==> config.mk <==
export PLATFORM = sky130hd
export DESIGN_NAME = ctrl_step_sequencer
export DESIGN_NICKNAME = d
export VERILOG_FILES = /design/src/rtl/ctrl_step_sequencer.sv
export SDC_FILE = /design/constraint.sdc
export NUM_CORES = 1
export LEC_CHECK = 0
export BUFFER_PORTS_ARGS = -buffer_cell sky130_fd_sc_hd__buf_2
export CAP_MARGIN = 20
export CELL_PAD_IN_SITES_DETAIL_PLACEMENT = 1
export CELL_PAD_IN_SITES_GLOBAL_PLACEMENT = 1
export CORE_MARGIN = 5
export CORE_UTILIZATION = 33
export DETAILED_ROUTE_END_ITERATION = 16
export GPL_TIMING_DRIVEN = 0
export PLACE_DENSITY = 0.78
export SYNTH_ARGS = -nofsm -noshare
export SYNTH_HDL_FRONTEND = slang
export SYNTH_SLANG_ARGS = --single-unit
==> constraint.sdc <==
create_clock -name clk_i -period 2.3 [get_ports clk_i]
set_input_delay 0.115 -clock clk_i [delete_from_list [all_inputs] [get_ports clk_i]]
set_output_delay 0.115 -clock clk_i [all_outputs]
set_load 0.1 [all_outputs]
==> src/rtl/ctrl_step_sequencer.sv <==
// Step sequencer for a multi-cycle control unit: fetch (F0..F2), execute,
// interrupt entry and halt sequencing, with memory wait-state handshaking
// and a bus-timeout watchdog.
//
// state | meaning
// ------+-------------------------------------------------------------
// RESET | held in reset, all outputs low, Phase=11
// F0    | step 0: PC onto bus, MAR load, PC increment
// F1    | step 1: memory read into MDR, waits for mem_ready_i
// F2    | step 2: MDR into IR
// EXEC  | steps 3..L-1 driven by the external decoder
// INTR0 | interrupt acknowledge, PC saved to link register
// INTR1 | PC loaded from interrupt vector
// HALT  | stopped; left by resume_i, Phase=11

module ctrl_step_sequencer #(
    parameter int unsigned       DATA_W    = 32,
    parameter int unsigned       OPC_W     = 5,
    parameter int unsigned       STEP_W    = 4,
    parameter int unsigned       MAX_STEPS = 12,
    parameter logic [OPC_W-1:0]  HALT_OPC  = 5'b11010,
    parameter int unsigned       WAIT_MAX  = 16
) (
    input  logic              clk_i,
    input  logic              rst_n_i,
    input  logic [DATA_W-1:0] ir_i,
    input  logic [STEP_W-1:0] exec_len_i,
    input  logic              mem_req_i,
    input  logic              mem_ready_i,
    input  logic              stop_i,
    input  logic              resume_i,
    input  logic              interrupt_i,
    input  logic              int_enable_i,
    output logic [STEP_W-1:0] step_o,
    output logic [1:0]        phase_o,
    output logic              pc_out_o,
    output logic              mar_in_o,
    output logic              inc_pc_o,
    output logic              read_en_o,
    output logic              mdr_in_o,
    output logic              mdr_out_o,
    output logic              ir_in_o,
    output logic              stall_o,
    output logic              int_ack_o,
    output logic              vec_load_o,
    output logic              run_o,
    output logic              bus_error_o
);

    localparam int unsigned         CNT_W     = (WAIT_MAX > 0) ? $clog2(WAIT_MAX + 1) : 1;
    localparam bit                  WDOG_EN   = (WAIT_MAX != 0);
    localparam logic [CNT_W-1:0]    WDOG_LAST = (WAIT_MAX > 0) ? CNT_W'(WAIT_MAX - 1) : '0;
    localparam logic [STEP_W-1:0]   MIN_LEN   = STEP_W'(4);
    localparam logic [STEP_W-1:0]   MAX_LEN   = STEP_W'(MAX_STEPS);

    typedef enum logic [2:0] {
        S_RESET, S_F0, S_F1, S_F2, S_EXEC, S_INTR0, S_INTR1, S_HALT
    } state_t;

    state_t            state_q, state_d;
    logic [STEP_W-1:0] step_q, step_d;
    logic [CNT_W-1:0]  cnt_q, cnt_d;
    logic              berr_q, berr_d;
    logic              stall_q, stall_d;
    logic [1:0]        phase_q, phase_d;
    logic              run_q, run_d;
    logic              f0_q, f0_d, f1_q, f1_d, f2_q, f2_d;
    logic              iack_q, iack_d, vload_q, vload_d;

    logic [STEP_W-1:0] len_eff;
    logic [STEP_W-1:0] last_step;
    logic [OPC_W-1:0]  opc;
    logic              hold;

    assign opc       = ir_i[DATA_W-1 -: OPC_W];
    assign last_step = len_eff - STEP_W'(1);

    // Effective instruction length, clamped so Step never passes MAX_STEPS-1
    always_comb begin
        if (exec_len_i < MIN_LEN)      len_eff = MIN_LEN;
        else if (exec_len_i > MAX_LEN) len_eff = MAX_LEN;
        else                           len_eff = exec_len_i;
    end

    // Next state, step, watchdog and output decode; Stop beats watchdog beats normal flow
    always_comb begin
        state_d = state_q;
        step_d  = step_q;
        cnt_d   = '0;
        berr_d  = berr_q;
        stall_d = 1'b0;
        hold    = 1'b0;

        case (state_q)
            S_RESET: begin state_d = S_F0; step_d = '0; end
            S_F0:    begin state_d = S_F1; step_d = STEP_W'(1); end
            S_F1: begin
                if (mem_ready_i) begin
                    state_d = S_F2;
                    step_d  = STEP_W'(2);
                end else begin
                    hold = 1'b1;
                end
            end
            S_F2:    begin state_d = S_EXEC; step_d = STEP_W'(3); end
            S_EXEC: begin
                if (step_q == STEP_W'(3) && opc == HALT_OPC) begin
                    state_d = S_HALT;
                    step_d  = '0;
                end else if (mem_req_i && !mem_ready_i) begin
                    hold = 1'b1;
                end else if (step_q >= last_step) begin
                    // interrupts are only taken at an instruction boundary
                    state_d = (interrupt_i && int_enable_i) ? S_INTR0 : S_F0;
                    step_d  = '0;
                end else begin
                    step_d = step_q + STEP_W'(1);
                end
            end
            S_INTR0: begin state_d = S_INTR1; step_d = '0; end
            S_INTR1: begin state_d = S_F0;    step_d = '0; end
            S_HALT: begin
                step_d = '0;
                if (resume_i && !stop_i) state_d = S_F0;
            end
            default: begin state_d = S_RESET; step_d = '0; end
        endcase

        if (hold) begin
            stall_d = 1'b1;
            cnt_d   = (cnt_q != '1) ? cnt_q + CNT_W'(1) : cnt_q;
            if (WDOG_EN && cnt_q == WDOG_LAST) begin
                state_d = S_HALT;
                step_d  = '0;
                berr_d  = 1'b1;
                stall_d = 1'b0;
                cnt_d   = '0;
            end
        end

        if (stop_i && state_q != S_RESET) begin
            state_d = S_HALT;
            step_d  = '0;
            stall_d = 1'b0;
            cnt_d   = '0;
        end

        phase_d = 2'b11;
        run_d   = 1'b1;
        f0_d    = (state_d == S_F0);
        f1_d    = (state_d == S_F1);
        f2_d    = (state_d == S_F2);
        iack_d  = (state_d == S_INTR0);
        vload_d = (state_d == S_INTR1);
        case (state_d)
            S_F0, S_F1, S_F2:  phase_d = 2'b00;
            S_EXEC:            phase_d = 2'b01;
            S_INTR0, S_INTR1:  phase_d = 2'b10;
            default: begin
                phase_d = 2'b11;
                run_d   = 1'b0;
            end
        endcase
    end

    // State and registered Moore outputs; reset clears everything immediately
    always_ff @(posedge clk_i or negedge rst_n_i) begin
        if (!rst_n_i) begin
            state_q <= S_RESET;
            step_q  <= '0;
            cnt_q   <= '0;
            berr_q  <= 1'b0;
            stall_q <= 1'b0;
            phase_q <= 2'b11;
            run_q   <= 1'b0;
            f0_q    <= 1'b0;
            f1_q    <= 1'b0;
            f2_q    <= 1'b0;
            iack_q  <= 1'b0;
            vload_q <= 1'b0;
        end else begin
            state_q <= state_d;
            step_q  <= step_d;
            cnt_q   <= cnt_d;
            berr_q  <= berr_d;
            stall_q <= stall_d;
            phase_q <= phase_d;
            run_q   <= run_d;
            f0_q    <= f0_d;
            f1_q    <= f1_d;
            f2_q    <= f2_d;
            iack_q  <= iack_d;
            vload_q <= vload_d;
        end
    end

    assign step_o      = step_q;
    assign phase_o     = phase_q;
    assign pc_out_o    = f0_q;
    assign mar_in_o    = f0_q;
    assign inc_pc_o    = f0_q;
    assign read_en_o   = f1_q;
    assign mdr_in_o    = f1_q;
    assign mdr_out_o   = f2_q;
    assign ir_in_o     = f2_q;
    assign stall_o     = stall_q;
    assign int_ack_o   = iack_q;
    assign vec_load_o  = vload_q;
    assign run_o       = run_q;
    assign bus_error_o = berr_q;

endmodule

==> impl.org <==
** STA
- Clock skew on the completed layout was measured at 0.008355 ns.
- For the finished layout, the period the worst path requires is 2.283 ns.
- For the pin with the worst max-slew slack, the measured transition is 0.5651 ns.
- Headroom to the max-slew limit came out at 62.19%.
- Final Slew Violations :: 0
- Setup violation total in the final timing report :: 0
- Hold violation count in the final report :: 0
- Timing would allow up to 438.1 MHz.
- RSZ-0062 raised after global routing :: yes
- In the finished design, the share of the clock period the worst path needs comes to 99.25%.

** Logic synthesis
- Total of warnings raised by yosys :: 0
- The cell area that synthesis handed to floorplanning was 1325 sq um.
- Number of unique standard cell types used by synthesis :: 43
- Mapped Nets :: 185
- The average instance in the mapped netlist occupies 9.888 sq um.
- Gate count after technology mapping :: 134
- The share of the Yosys chip area taken by registers is 41.74%.
- Flip-flop and latch count after synthesis :: 22

** Pwr
- Summing internal, switching and leakage power gives 2.362 mW.
- The analysis attributes to cell leakage a power of 0.8813 nW.
- VDD sags by at most 0.9780 mV.
- Power spread over the standard cell area amounts to 1288 nW/um^2.

** Placement
- Final HPWL DP :: 2779 microns
- Summing all placed instances gives a cell area of 1575 sq um.
- Total of buffers placed on input and output ports :: 34
- The number of placed instances, taps included, is 218.
- Global placement routability congestion :: 0.7956

** Floorplan
- Std cell rows :: 23
- Starting density of the core :: 33.61%
- The total area inside the core boundary comes to 3943 sq um.
- Die height :: 73.37 microns
- The die is 73.37 microns wide.
- The die covers 5382 sq um.
- Pin placement for this block handled 62 I/O pins.

** Cells and area
- Cells with a size suffix above 1 make up 45.95% of the layout.
- The library cell used most frequently in the layout, excluding fill and tap cells, is sky130_fd_sc_hd__buf_2.
- The repair_antennas step left the layout with diodes totalling 0.
- Leaving out fill and tap cells, the most frequent cells in the layout are sky130_fd_sc_hd__buf_2, sky130_fd_sc_hd__nand2_1, sky130_fd_sc_hd__buf_4, sky130_fd_sc_hd__dfrtp_1, sky130_fd_sc_hd__nor2_1.
- Relative to the synthesized area, the layout overhead comes to 38.43%.
- Non-Filler Cell Area, Final :: 1834 sq um
- Post-layout net count :: 237
- Number of filler instances in the final layout :: 460
- Final Instance Count excl. Fillers :: 235

** Setup path
- Max FO, Critical Path :: 6
- For the worst flop-to-flop path, the logic depth is 8.
- Arrival time of data at the critical path endpoint :: 2.43 ns
- Startpoint of the worst-slack reg-to-reg timing path :: step_o[1]
- Nature of the critical path startpoint :: primary input
- The endpoint identified for the worst register-to-register timing path is int_ack_o.
- Setup slack on the worst reg-to-reg path comes out at 0.08 ns.
- CP required :: 2.45 ns
- STA classifies the critical path endpoint as a flip-flop.
- Worst Path Class, Setup :: primary input to flip-flop
- The critical path starts at exec_len_i[3].

** Route
- Drc violations :: 0
- The routed layout has 1243 vias.
- Vias per inst :: 5.289
- Number of detailed-route iterations in the first pass :: 4
- Wires add up to 3956 microns.
- Post-detailed-route wirelength per cell :: 16.83 microns
- In this run, the number of DRC markers left after iteration 0 of detailed routing was 56.
- In this run the remaining antenna-violating nets after routing total 0.

** Worst hold path
- Counting instances, the worst hold path has a depth of 3.
- The worst hold path begins at mem_ready_i.
- Class of the worst hold path :: primary input to flip-flop
- For hold timing, the worst endpoint is step_o[1].

** Clock tree
- Clock H-tree levels :: 1
- The cell sitting at the root of the clock tree is a sky130_fd_sc_hd__clkbuf_8.
- TritonCTS built the clock tree.
- Total CTS buffers :: 3
- After clock tree synthesis, the clock-pin slew on the worst setup and hold paths is 0.09 ns.
- TritonCTS Sinks :: 22
- In this run the deepest clock path goes through 2 buffers.
- Clock insertion delay at the later pin of the skew report :: 0.27 ns

** Global route
- Aggregate global-route resource usage :: 14.12%
- Number of antenna violations at the first check in global routing :: 0
- Entering global routing, the biggest net connects 23 pins.
- The first global-routing pass estimated 5954 microns of wire.
- Via count of the first global-routing pass :: 1272
- Total congestion overflow after global routing :: 0

** Flow run
- Maxcap violations :: 0

** Outcome
- Status :: finished clean
cell type report:
class	instances	area, sq um	area share (%)
plain buffers	7	71.32	3.888
flip-flops and latches	22	563.0	30.70
well taps	50	62.56	3.411
inverters	8	30.03	1.637
repair buffers	47	286.5	15.62
clock buffers	4	55.05	3.001
multi-input cells	97	765.7	41.75
sequential cells by signal, indices dropped and copies added, names as in the netlist, 2 cells and up:
| name | cells |
|---|---|
| state_q | 3 |
| step_o | 4 |
| phase_o | 2 |
| cnt_q | 5 |
critical path, stage by stage:
cell and delay [ns]:
sky130_fd_sc_hd__buf_8 0.10, sky130_fd_sc_hd__xor2_2 0.17, sky130_fd_sc_hd__nand2_1 0.11, sky130_fd_sc_hd__ha_2 0.22, sky130_fd_sc_hd__xnor2_2 0.13, sky130_fd_sc_hd__ha_1 0.30
sky130_fd_sc_hd__o21a_1 0.22, sky130_fd_sc_hd__nor2_4 0.15, sky130_fd_sc_hd__a211oi_4 0.08, sky130_fd_sc_hd__o41ai_4 0.49, sky130_fd_sc_hd__buf_4 0.18, sky130_fd_sc_hd__nand2b_4 0.11
sky130_fd_sc_hd__a21oi_1 0.04
report_power, final:
group	total [mW]	switching (mW)	internal (mW)
Clock	0.292	0.139	0.153
Combinational	1.53	1.06	0.465
Sequential	0.541	0.0488	0.492
cells by family (layout without fill, tap and decap cells):
family,after synthesis,in the layout,share of synthesized area (%)
xor+xnor,2,2,1.322
compound gates,31,31,20.02
mux,2,2,1.511
fa+ha+maj,7,7,6.610
simple gates,55,55,21.15
flops,22,22,41.74
buf+inv,15,66,7.648
per-stage QoR:
stage          TNS [ns]  hold slack [ns]  setup slack [ns]  utilization (%)
6_report              0           0.1986           0.01732            46.52
5_1_grt         -0.6383           0.2556           -0.1447            46.52
4_1_cts               0           0.1943           0.01649            42.02
3_5_place_dp     -3.322           0.1134           -0.4253            39.96
3_3_place_gp     -1.894           0.1019           -0.3084            39.96
2_1_floorplan         0          -0.1806           0.05207                -
synth_stat cells (all sizes together):
library cell / number / share of area [%]
dfrtp: 20 / 38
nand2: 18 / 5.1
nor2: 13 / 3.7
inv: 8 / 2.3
ha: 7 / 6.6
o21ai: 7 / 4.3
nor3: 6 / 2.3
buf: 5 / 3.1
a21oi: 4 / 1.5
nand2b: 4 / 1.9
nand3: 4 / 1.5
a211oi: 3 / 1.7
a21boi: 2 / 2.0
a311oi: 2 / 1.3
clkbuf: 2 / 2.3
dfstp: 2 / 4.0
mux2i: 2 / 1.5
nand4: 2 / 0.94
nor3b: 2 / 1.9
o31ai: 2 / 1.1
a2111oi: 1 / 0.66
a22oi: 1 / 1.6
a2bb2oi: 1 / 0.66
a31oi: 1 / 0.47
a41oi: 1 / 0.66
and2: 1 / 0.47
and3: 1 / 0.57
nand4b: 1 / 0.66
nor2b: 1 / 0.47
o21a: 1 / 0.57
o22ai: 1 / 0.47
o2bb2ai: 1 / 0.66
o31a: 1 / 0.76
o41a: 1 / 0.85
o41ai: 1 / 0.66
or4: 1 / 0.66
or4b: 1 / 1.0
xnor2: 1 / 0.66
xor2: 1 / 0.66
worst max path at each step:
stage	slack (ns)	to	cells after the start
final	0.02	int_ack_o	13
after global routing	-0.14	vec_load_o	12
after CTS	0.02	phase_o[0]	7
after detailed placement	-0.43	ir_in_o	12
after global placement	-0.31	mdr_in_o	12
after floorplan	0.05	phase_o[1]	7
repair_timing:
item                                    CTS  global route
hold endpoints to repair                 20             0
gates resized for setup                   2            20
endpoints found under the setup margin    7             9
buffers inserted                          0            12
gates cloned                              0             0
hold buffers                              1             0
pin swaps                                 1            15
per-layer routing:
layer  vias up  part of all wire, %  GRT usage, %
li1        576                    -             -
met1       617                   38         16.51
met2        38                   54         26.22
met3        12                  5.2         2.462
met4         0                  2.9         3.823
met5         -                    0             0
Power figures use the tool's default switching activity.
